### config.mk
export PLATFORM = sky130hd
export DESIGN_NAME = act_share_scheduler_flat
export DESIGN_NICKNAME = d
export VERILOG_FILES = /design/src/rtl/act_share_pkg.sv /design/src/rtl/act_share_scheduler_if.sv /design/src/rtl/act_share_scheduler_resp_fifo.sv /design/src/rtl/act_share_scheduler.sv /design/src/flat_wrapper.sv
export SDC_FILE = /design/constraint.sdc
export NUM_CORES = 1
export LEC_CHECK = 0
export CAP_MARGIN = 25
export CORE_ASPECT_RATIO = 0.9
export CORE_MARGIN = 2
export CORE_UTILIZATION = 40
export CTS_BUF_LIST = sky130_fd_sc_hd__clkbuf_16
export CTS_CLUSTER_DIAMETER = 50
export DETAILED_ROUTE_END_ITERATION = 8
export PLACE_DENSITY = 0.67
export SETUP_SLACK_MARGIN = 0.2
export SLEW_MARGIN = 15
export SYNTH_ARGS = -nofsm -noshare
export SYNTH_HDL_FRONTEND = slang
export SYNTH_SLANG_ARGS = --single-unit
### constraint.sdc
create_clock -name clk -period 3.8 [get_ports clk]
set_input_delay 0.38 -clock clk [delete_from_list [all_inputs] [get_ports clk]]
set_output_delay 0.38 -clock clk [all_outputs]
set_load 0.005 [all_outputs]
### src/rtl/act_share_pkg.sv
// Shared types and constants for the activation-unit share scheduler.
package act_share_pkg;
  localparam int unsigned DWIDTH_DEF  = 32;
  localparam int unsigned LATENCY_DEF = 4;

  typedef struct packed {
    logic       vld;
    logic [2:0] idx;
  } tag_t;

  localparam logic [31:0] FP_POS_ONE = 32'h3F80_0000;
  localparam logic [31:0] FP_NEG_ONE = 32'hBF80_0000;
endpackage

### src/rtl/act_share_scheduler_if.sv
// Requester-side operand/response bus of the activation share scheduler.
interface act_share_scheduler_if
  import act_share_pkg::*;
#(
  parameter int unsigned NREQ   = 4,
  parameter int unsigned DWIDTH = DWIDTH_DEF
) ();
  logic [NREQ-1:0]        req_valid;
  logic [NREQ-1:0]        req_ready;
  logic [NREQ*DWIDTH-1:0] req_data;
  logic [NREQ-1:0]        resp_valid;
  logic [NREQ-1:0]        resp_ready;
  logic [NREQ*DWIDTH-1:0] resp_data;

  modport master (
    output req_valid, req_data, resp_ready,
    input  req_ready, resp_valid, resp_data
  );

  modport slave (
    input  req_valid, req_data, resp_ready,
    output req_ready, resp_valid, resp_data
  );
endinterface

### src/rtl/act_share_scheduler_resp_fifo.sv
// Per-requester response FIFO; head reads as zero while empty.
module act_resp_fifo
  import act_share_pkg::*;
#(
  parameter int unsigned DWIDTH     = DWIDTH_DEF,
  parameter int unsigned RESP_DEPTH = 2,
  localparam int unsigned CW = $clog2(RESP_DEPTH + 1),
  localparam int unsigned AW = (RESP_DEPTH > 1) ? $clog2(RESP_DEPTH) : 1
) (
  input  logic              clk,
  input  logic              rst,
  input  logic              push,
  input  logic [DWIDTH-1:0] push_data,
  input  logic              pop,
  output logic [DWIDTH-1:0] head,
  output logic [CW-1:0]     count,
  output logic              empty
);
  logic [DWIDTH-1:0] r_mem [RESP_DEPTH];
  logic [AW-1:0]     r_wr_ptr;
  logic [AW-1:0]     r_rd_ptr;
  logic [CW-1:0]     r_count;
  logic              w_push;
  logic              w_pop;

  function automatic logic [AW-1:0] ptr_inc(input logic [AW-1:0] p);
    return (p == AW'(RESP_DEPTH - 1)) ? '0 : p + 1'b1;
  endfunction

  assign w_pop  = pop && (r_count != '0);
  assign w_push = push && ((r_count != CW'(RESP_DEPTH)) || w_pop);

  always_ff @(posedge clk or posedge rst) begin
    if (rst) begin
      r_wr_ptr <= '0;
      r_rd_ptr <= '0;
      r_count  <= '0;
    end else begin
      if (w_push) r_wr_ptr <= ptr_inc(r_wr_ptr);
      if (w_pop)  r_rd_ptr <= ptr_inc(r_rd_ptr);
      r_count <= r_count + CW'(w_push) - CW'(w_pop);
    end
  end

  always_ff @(posedge clk) begin
    if (w_push) r_mem[r_wr_ptr] <= push_data;
  end

  assign empty = (r_count == '0);
  assign count = r_count;
  assign head  = empty ? '0 : r_mem[r_rd_ptr];
endmodule

### src/rtl/act_share_scheduler.sv
// Round-robin sharing of one pipelined tanh unit among NREQ requesters.
// Optional ACT_SHARE_PERF_EN adds saturating grant/stall counters.
module act_share_scheduler
  import act_share_pkg::*;
#(
  parameter int unsigned NREQ       = 4,
  parameter int unsigned DWIDTH     = DWIDTH_DEF,
  parameter int unsigned LATENCY    = LATENCY_DEF,
  parameter int unsigned RESP_DEPTH = 2
) (
  input  logic                    clk,
  input  logic                    rst,
  act_share_scheduler_if.slave    bus,
  output logic                    act_start,
  output logic [DWIDTH-1:0]       act_x,
  input  logic                    act_valid,
  input  logic [DWIDTH-1:0]       act_y,
  output logic                    busy,
  output logic                    sync_err
`ifdef ACT_SHARE_PERF_EN
  ,
  output logic [NREQ*16-1:0]      perf_grants,
  output logic [15:0]             perf_stall
`endif
);
  localparam int unsigned CW = $clog2(RESP_DEPTH + 1);
  localparam int unsigned PW = $clog2(NREQ);

  logic [PW-1:0]          r_rr_ptr;
  logic                   r_act_start;
  logic [DWIDTH-1:0]      r_act_x;
  logic [2:0]             r_iss_idx;
  logic                   r_sync_err;
  tag_t                   r_tag [LATENCY];
  logic [CW-1:0]          r_inflight [NREQ];
  logic [CW-1:0]          w_count [NREQ];
  logic [NREQ-1:0]        w_elig;
  logic [NREQ-1:0]        w_empty;
  logic [NREQ-1:0]        w_push;
  logic [NREQ-1:0]        w_pop;
  logic [NREQ*DWIDTH-1:0] w_resp_data;
  logic                   w_gnt_vld;
  logic [PW-1:0]          w_gnt;
  logic                   w_tag_busy;
  tag_t                   w_tag_out;

  always_comb begin
    for (int unsigned i = 0; i < NREQ; i++) begin
      w_elig[i] = bus.req_valid[i] &&
                  ((CW'(RESP_DEPTH) - w_count[i] - r_inflight[i]) != '0);
    end
  end

  always_comb begin
    int unsigned idx;
    w_gnt_vld = 1'b0;
    w_gnt     = '0;
    for (int unsigned k = 0; k < NREQ; k++) begin
      idx = (32'(r_rr_ptr) + k) % NREQ;
      if (!w_gnt_vld && w_elig[idx]) begin
        w_gnt_vld = 1'b1;
        w_gnt     = PW'(idx);
      end
    end
    if (rst) w_gnt_vld = 1'b0;
  end

  assign bus.req_ready = w_gnt_vld ? (NREQ'(1) << w_gnt) : '0;
  assign w_tag_out     = r_tag[LATENCY-1];

  // Tag stage 0 is loaded on the edge where the unit samples act_start, so the
  // last stage lines up with act_valid; the issue register is covered by act_start.
  always_ff @(posedge clk or posedge rst) begin
    if (rst) begin
      r_rr_ptr    <= '0;
      r_act_start <= 1'b0;
      r_act_x     <= '0;
      r_iss_idx   <= '0;
      r_sync_err  <= 1'b0;
      for (int unsigned s = 0; s < LATENCY; s++) r_tag[s] <= '0;
    end else begin
      r_act_start <= w_gnt_vld;
      if (w_gnt_vld) begin
        r_rr_ptr  <= (w_gnt == PW'(NREQ - 1)) ? '0 : w_gnt + 1'b1;
        r_act_x   <= bus.req_data[32'(w_gnt)*DWIDTH +: DWIDTH];
        r_iss_idx <= 3'(w_gnt);
      end
      r_tag[0] <= '{vld: r_act_start, idx: r_iss_idx};
      for (int unsigned s = 1; s < LATENCY; s++) r_tag[s] <= r_tag[s-1];
      if (act_valid != w_tag_out.vld) r_sync_err <= 1'b1;
    end
  end

  always_comb begin
    for (int unsigned i = 0; i < NREQ; i++) begin
      w_push[i] = w_tag_out.vld && (w_tag_out.idx == 3'(i));
      w_pop[i]  = bus.resp_ready[i] && !w_empty[i];
    end
  end

  always_ff @(posedge clk or posedge rst) begin
    if (rst) begin
      for (int unsigned i = 0; i < NREQ; i++) r_inflight[i] <= '0;
    end else begin
      for (int unsigned i = 0; i < NREQ; i++) begin
        r_inflight[i] <= r_inflight[i]
                       + CW'(w_gnt_vld && (w_gnt == PW'(i)))
                       - CW'(w_push[i]);
      end
    end
  end

  for (genvar g = 0; g < NREQ; g++) begin : g_fifo
    act_resp_fifo #(
      .DWIDTH     (DWIDTH),
      .RESP_DEPTH (RESP_DEPTH)
    ) u_fifo (
      .clk       (clk),
      .rst       (rst),
      .push      (w_push[g]),
      .push_data (act_y),
      .pop       (w_pop[g]),
      .head      (w_resp_data[g*DWIDTH +: DWIDTH]),
      .count     (w_count[g]),
      .empty     (w_empty[g])
    );
  end

  always_comb begin
    w_tag_busy = 1'b0;
    for (int unsigned s = 0; s < LATENCY; s++) w_tag_busy = w_tag_busy | r_tag[s].vld;
  end

  assign bus.resp_valid = ~w_empty;
  assign bus.resp_data  = w_resp_data;
  assign act_start      = r_act_start;
  assign act_x          = r_act_x;
  assign sync_err       = r_sync_err;
  assign busy           = w_tag_busy | (|(~w_empty)) | r_act_start;

`ifdef ACT_SHARE_PERF_EN
  logic [15:0] r_perf_grants [NREQ];
  logic [15:0] r_perf_stall;

  always_ff @(posedge clk or posedge rst) begin
    if (rst) begin
      for (int unsigned i = 0; i < NREQ; i++) r_perf_grants[i] <= '0;
      r_perf_stall <= '0;
    end else begin
      for (int unsigned i = 0; i < NREQ; i++) begin
        if (w_gnt_vld && (w_gnt == PW'(i)) && (r_perf_grants[i] != '1))
          r_perf_grants[i] <= r_perf_grants[i] + 16'd1;
      end
      if ((|bus.req_valid) && !w_gnt_vld && (r_perf_stall != '1))
        r_perf_stall <= r_perf_stall + 16'd1;
    end
  end

  always_comb begin
    for (int unsigned i = 0; i < NREQ; i++) perf_grants[i*16 +: 16] = r_perf_grants[i];
  end
  assign perf_stall = r_perf_stall;
`endif
endmodule

### src/flat_wrapper.sv
// flat-port wrapper written by rule: the top's interface ports become plain ports
module act_share_scheduler_flat import act_share_pkg::*;
#(
  parameter int unsigned NREQ       = 4,
  parameter int unsigned DWIDTH     = DWIDTH_DEF,
  parameter int unsigned LATENCY    = LATENCY_DEF,
  parameter int unsigned RESP_DEPTH = 2
)
  (clk, rst, act_start, act_x, act_valid, act_y, busy, sync_err, bus_req_valid, bus_req_data, bus_resp_ready, bus_req_ready, bus_resp_valid, bus_resp_data);
  act_share_scheduler_if #(.NREQ(NREQ), .DWIDTH(DWIDTH)) bus_i ();
  input  logic clk;
  input  logic rst;
  output logic act_start;
  output logic [DWIDTH-1:0] act_x;
  input  logic act_valid;
  input  logic [DWIDTH-1:0] act_y;
  output logic busy;
  output logic sync_err;
  input wire logic [$bits(bus_i.req_valid)-1:0] bus_req_valid;
  input wire logic [$bits(bus_i.req_data)-1:0] bus_req_data;
  input wire logic [$bits(bus_i.resp_ready)-1:0] bus_resp_ready;
  output wire logic [$bits(bus_i.req_ready)-1:0] bus_req_ready;
  output wire logic [$bits(bus_i.resp_valid)-1:0] bus_resp_valid;
  output wire logic [$bits(bus_i.resp_data)-1:0] bus_resp_data;
  assign bus_i.req_valid = bus_req_valid;
  assign bus_i.req_data = bus_req_data;
  assign bus_i.resp_ready = bus_resp_ready;
  assign bus_req_ready = bus_i.req_ready;
  assign bus_resp_valid = bus_i.resp_valid;
  assign bus_resp_data = bus_i.resp_data;
  act_share_scheduler #(.NREQ(NREQ), .DWIDTH(DWIDTH), .LATENCY(LATENCY), .RESP_DEPTH(RESP_DEPTH)) u_core (.clk(clk), .rst(rst), .bus(bus_i), .act_start(act_start), .act_x(act_x), .act_valid(act_valid), .act_y(act_y), .busy(busy), .sync_err(sync_err));
endmodule
==> flow_summary.ini, run 1 <==
[outcome]
outcome = completed

[detailed_routing]
drtIter0Drc = 553
viasPerCell = 5.10
vias = 9292
drt_first_pass_iters = 5
wl_per_cell_um = 20.4
drc = 0
routed_wl_mm = 37.2
ant_nets = 0

[timing]
setup_violations = 0
hold_viol_final = 0
slew_violations = 0
period_needed_ns = 3.45
max_slew_margin_pct = 34.6
rsz0062_at_grt = false
fin_tns_setup_ns = 0
fmax_ghz = 0.290
worst_pin_slew_ns = 0.981
final.period_utilization_pct = 90.8
finalClockSkew_ns = 0.0138

[place]
dp_hpwl_mm = 25.4
portBuffers = 341
dpl-instance-area_sq_um = 17900
routabilityCongestion = 0.879

[logic_synthesis]
synthTopCellsByCount = 256 x edfxtp_1, 172 x nor2_1, 160 x mux2i_1
ys_seq_area_share_pct = 68.9
avgSynthCellArea_sq_um = 14.5
synth_nets = 1146
synth_top_area_share_pct = 55.5
syn-instance-count = 958
synth-edff-count = 256
ys_top_cells_by_area = edfxtp_1 56%, dfrtp_1 13%, mux2i_1 12%, nor2_1 4.7%, a221oi_1 2.0%
yosys_register_bits = 330
yosysWarnings = 0
ys_types = 47
netlist_area_sq_um = 13800
ys.flop_type = edfxtp_1
synth.most_common_cell = edfxtp_1
synth_area_leader_cell = edfxtp_1
async_reset_ff_share_pct = 22.4

[global_routing]
antenna_found_initial = 4
grt_overflow = 0
grt_max_degree = 75
track_usage_pct = 20.3
grt_pass1_wl_mm = 56.3
grt_pass1_vias = 9455

[floorplanning]
die_w_um = 200
initial_core_util_pct = 40.7
rows = 64
die_area_sq_um = 36100
die_h_um = 181
core-area_sq_um = 34000
ios = 342

[clock_tree]
clock-sinks = 330
cts_max_path_buffers = 3
tritoncts = done
cts_htree_levels = 2
clk_pin_slew_ns = 0.06
cts_made_buffers = 40
root_buffer = clkbuf_16
insertion_delay_ns = 0.53

[critical_path]
cp.buffers_inverters = 2
crit_path_end_kind = output pin
path_class = reg -> out
cp_slowest_stage_delay_ns = 0.57
path_delay_family = compound AO/OA/AOI/OAI gates
crit_arrival_ns = 3.07
path_cells = inv_1, ha_1, xor3_1, o21ai_4, o21ai_1, a221o_2, nor3_2, clkdlybuf4s50_1
slowest_stage = clkdlybuf4s50_1
required_ns = 3.42
cp_max_fo = 7
start_kind = register

[layout]
fin_area_sq_um = 19300
layout-drive-gt1-share_pct = 9.73
finish.net_count = 1513
syn_to_final_growth_pct = 39.1

[min_path]
hold_class = in -> async

[power_and_ir_drop]
p_leak_nw = 7.29
ir_drop_mv = 0.363
p_per_area_nw_per_um2 = 843

[job]
drv_cap = 0
## cells in the final DEF (no fill, tap or decap), drive strengths merged, types with 3 or more instances in the layout
cell type,Yosys,final
diode,0,3
edfxtp,256,256
xor3,4,4
dfrtp,74,74
ha,17,17
and2,6,6
o21ai,45,45
o22ai,33,33
clkbuf,35,41
clkinv,0,20
xor2,6,6
buf,15,34
a21oi,9,9
inv,25,31
nand2b,3,3
nand2,17,17
bufinv,0,3
mux2i,160,160
clkdlybuf4s50,0,341
a221oi,33,33
clkinvlp,0,4
nor3,5,5
xnor2,19,19
nor2,172,172
## path summary, 6_finish.rpt
path                                             startpoint                             endpoint  slack, ns  cells past startpoint
setup / recovery           u_core.g_fifo[0].u_fifo.count[0]                     bus_req_ready[2]       0.35                      8
hold / removal                                          rst                      u_core.sync_err       0.26                      3
setup reg to reg                            u_core.r_tag[3]  u_core.g_fifo[0].u_fifo.r_mem[1][5]       1.11                      3
hold reg to reg                             u_core.r_tag[8]                      u_core.r_tag[4]       0.35                      0
max in group asynchronous                               rst     u_core.g_fifo[3].u_fifo.r_rd_ptr       2.96                      4
min in group clk                            u_core.r_tag[8]                      u_core.r_tag[4]       0.35                      0
## final cells by class
type | count | area (sq um)
Tap cell | 462 | 578
Antenna cell | 3 | 7.51
Inverter | 25 | 97.6
Clock buffer | 41 | 1030
Clock inverter | 33 | 253
Timing Repair Buffer | 375 | 3700
Multi-Input combinational cell | 553 | 4060
Fill cell | 2795 | 14800
Sequential cell | 330 | 9550
## report_power, final
part	internal [W]	switching [W]
registers	0.00471	0.000630
logic	0.00367	0.00359
clock network	0.00217	0.00148
total	0.0105	0.00569
## tightest hold or removal path: cells and delay by family
family,cells,cell delay [ns]
buffers and inverters,3,0.79
## kinds of logic (layout without fill, tap and decap cells)
family,after synthesis,in the layout,share of synthesized area [%]
AO/OA/AOI/OAI,135,135,7.12
XOR/XNOR,29,29,2.27
adder cells (fa/ha/maj),17,17,1.54
buffers and inverters,75,474,2.41
flip-flops,330,330,68.9
multiplexers,160,160,11.6
other,0,3,0
AND/OR/NAND/NOR,212,212,6.22
## per-stage QoR
step,cells,setup slack [ns],total power [W],hold WS (ns),utilization [%]
detailed placement,1739,0.640,0.0126,0.337,52.6
global placement,1739,0.736,0.0125,0.335,52.6
global route,1821,0.207,0.0172,0.297,56.6
finish,1822,0.348,0.0162,0.258,56.6
CTS,1814,0.176,0.0163,0.349,56.4
floorplan,958,0.329,0.00913,0.331,-
## repair_timing
item,in CTS,in global routing
resized for setup,3,6
pin swaps,1,2
endpoints found under the setup margin,2,3
hold buffers,0,0
hold endpoints to repair,0,0
buffers inserted,1,4
## flip-flops by register name (all words and copies together), names as in the netlist
signal	flops
u_core.act_start	1
u_core.act_x	32
u_core.g_fifo.u_fifo.count	8
u_core.g_fifo.u_fifo.r_mem	256
u_core.g_fifo.u_fifo.r_rd_ptr	4
u_core.g_fifo.u_fifo.r_wr_ptr	4
u_core.r_inflight	8
u_core.r_iss_idx	2
u_core.r_rr_ptr	2
u_core.r_tag	12
u_core.sync_err	1
## routing by layer
metal / vias to the layer above / GRT usage (%) / share of wire, %
li1: 4300 / - / -
met1: 4576 / 27.3 / 43
met2: 354 / 32.2 / 46
met3: 60 / 5.17 / 8.5
met4: 2 / 6.45 / 2.4
met5: - / 0 / 0.035
No activity file was read; power rests on OpenSTA's default activity.
==> inputs of run 2 (changes only) <==
--- a/config.mk
+++ b/config.mk
@@ -11,6 +11,7 @@
 export CORE_UTILIZATION = 40
 export CTS_BUF_LIST = sky130_fd_sc_hd__clkbuf_16
 export CTS_CLUSTER_DIAMETER = 50
+export CTS_CLUSTER_SIZE = 14
 export DETAILED_ROUTE_END_ITERATION = 8
 export PLACE_DENSITY = 0.67
 export SETUP_SLACK_MARGIN = 0.2
@@ -18,3 +19,4 @@
 export SYNTH_ARGS = -nofsm -noshare
 export SYNTH_HDL_FRONTEND = slang
 export SYNTH_SLANG_ARGS = --single-unit
+export TNS_END_PERCENT = 10
==> run 2 against run 1 <==
Non-clock buffer count up 1; fmax shrank 0.54%; die area is the same; hold slack better by 0.016 ns; sequential share of layout area is 0.38 points higher; total power decreased by 1.7%; flip-flop and latch count is the same; combinational power about the same; via count down 0.32%; clock skew is 0.0025 ns lower; clock power decreased by 7.7%; clock-buffer cell count shrank 4; critical endpoint unchanged; largest cell class unchanged.
==> flow_summary.ini, run 2 (same netlist as run 1, synthesis figures left out) <==
[critical_path]
setup.worst_path.end = bus_req_ready[2]
r2r_cells = 10
path_cells = inv_1, ha_1, xor3_1, o2111ai_2, o21ai_0, a221o_2, nor3_2, clkdlybuf4s50_1
regToRegStartpoint = u_core.g_fifo[0].u_fifo.count[0]
path_class = reg -> out
critPathLaunch = u_core.g_fifo[0].u_fifo.count[0]
slowest_stage = clkdlybuf4s50_1
critical_path_depth = 8
crit_arrival_ns = 3.09
required_ns = 3.42
cp_slowest_stage_delay_ns = 0.57
cp_max_fo = 5
path_delay_family = compound AO/OA/AOI/OAI gates
crit_path_end_kind = output pin
start_kind = register
r2r_end = u_core.act_x[20]
r2r_slack_ns = 1.12
cp.buffers_inverters = 2

[floorplanning]
initial_core_util_pct = 40.7
core-area_sq_um = 34000
die_area_sq_um = 36100
rows = 64
ios = 342
die_w_um = 200
die_h_um = 181

[power_and_ir_drop]
p_leak_nw = 7.20
p_per_area_nw_per_um2 = 835
p_sw_share_pct = 35.1
intPower_w = 0.0104
pwr-share-clk_pct = 21.1
switchingPower_w = 0.00561
p_comb_share_pct = 45.5
seqPwrFrac_pct = 33.4
ir_drop_mv = 0.449

[timing]
finalClockSkew_ns = 0.0113
worst_pin_slew_ns = 1.00
final.period_utilization_pct = 91.3
max_slew_margin_pct = 33.1
hold_viol_final = 0
fin_tns_setup_ns = 0
rsz0062_at_grt = true
slew_violations = 0
whs_ns = 0.275
setup_violations = 0
fmax_ghz = 0.288
period_needed_ns = 3.47

[global_routing]
antenna_found_initial = 4
grt_pass1_wl_mm = 56.1
grt_max_degree = 75
grt_overflow = 0
grt_pass1_vias = 9416
track_usage_pct = 20.2

[layout]
regMostFlops = u_core.g_fifo.u_fifo.r_mem
fill_cells = 2810
final_cell_mix = 341 x clkdlybuf4s50_1, 256 x edfxtp_1, 165 x nor2_1
layout-drive-gt1-share_pct = 9.18
utilization_pct = 56.2
syn_to_final_growth_pct = 38.0
fin_area_sq_um = 19100
largest_reg_flops = 256
finish.net_count = 1509
layout_commonest_cell = clkdlybuf4s50_1

[clock_tree]
tritoncts = done
insertion_delay_ns = 0.51
cts_made_buffers = 35
clk_pin_slew_ns = 0.07
root_buffer = clkbuf_16
cts_htree_levels = 2
clock-sinks = 330
cts_max_path_buffers = 3

[detailed_routing]
drt_first_pass_iters = 5
drt-met1-wl_mm = 16.4
met2_length_mm = 17.0
drc = 0
drtIter0Drc = 616
viasPerCell = 5.13
ant_nets = 0
vias = 9262
wl_per_cell_um = 20.5
wl_met3_mm = 2.71
routed_wl_mm = 37.0
routed.top_layer = met5

[place]
dp_hpwl_mm = 25.4
dpl-instance-area_sq_um = 17900
portBuffers = 341
routabilityCongestion = 0.879

[outcome]
outcome = completed

[job]
drv_cap = 0

[min_path]
hold_class = in -> async
[run 2: cell count changes in the layout (fill, tap and decap cells not counted), sizes merged]
cell    previous run  this run
clkinv            20         5
clkbuf            41        37
buf               34        35
inv               31        32
[run 2: worst min-delay path, cell delays in order]
cell	delay [ns]
clkdlybuf4s50_1	0.42
clkinv_2	0.08
buf_4	0.29
[run 2: worst min path at each step]
| stage | startpoint | to | cells after the start |
|---|---|---|---|
| finish | rst | u_core.act_x[18] | 3 |
| global route | rst | u_core.sync_err | 3 |
| CTS | u_core.r_tag[8] | u_core.r_tag[4] | 0 |
| detailed placement | u_core.r_tag[13] | u_core.r_tag[9] | 0 |
| global placement | u_core.r_tag[4] | u_core.r_tag[0] | 0 |
| floorplan | u_core.r_tag[4] | u_core.r_tag[0] | 0 |
[run 2: power by group through the flow]
| stage | combinational [W] | sequential [W] | clock [W] |
|---|---|---|---|
| global route | 0.00789 | 0.00542 | 0.00358 |
| detailed placement | 0.00721 | 0.00540 | 0 |
| floorplan | 0.00406 | 0.00507 | 0 |
| global placement | 0.00711 | 0.00536 | 0 |
| CTS | 0.00726 | 0.00533 | 0.00344 |
| finish | 0.00727 | 0.00533 | 0.00337 |
[run 2: area by class of cell]
cell class	instances	area, sq um	share of cell area (%)
sequential	330	9550	49.9
clock buffer	37	926	4.84
tap	462	578	3.02
multi-input combinational	553	4060	21.2
clock inverter	19	199	1.04
timing repair buffer	376	3700	19.4
inverter	25	97.6	0.511
antenna	3	7.51	0.0393
[run 2: metal layers]
layer | vias to the layer above | GRT usage (%)
li1 | 4282 | -
met1 | 4577 | 27.6
met2 | 342 | 31.8
met3 | 59 | 5.05
met4 | 2 | 5.94
met5 | - | 0
[run 2: what timing repair did]
action,4_1_cts,5_1_grt
setup endpoints to repair,2,2
pin swaps,1,2
buffers inserted,1,5
gates resized for setup,3,6
hold buffers,0,0
[run 2: stage by stage]
step / std cells / setup WS [ns] / power (W)
floorplan: 958 / 0.329 / 0.00913
global placement: 1739 / 0.736 / 0.0125
detailed placement: 1739 / 0.640 / 0.0126
CTS: 1796 / 0.190 / 0.0160
global route: 1804 / 0.176 / 0.0169
finish: 1805 / 0.329 / 0.0160
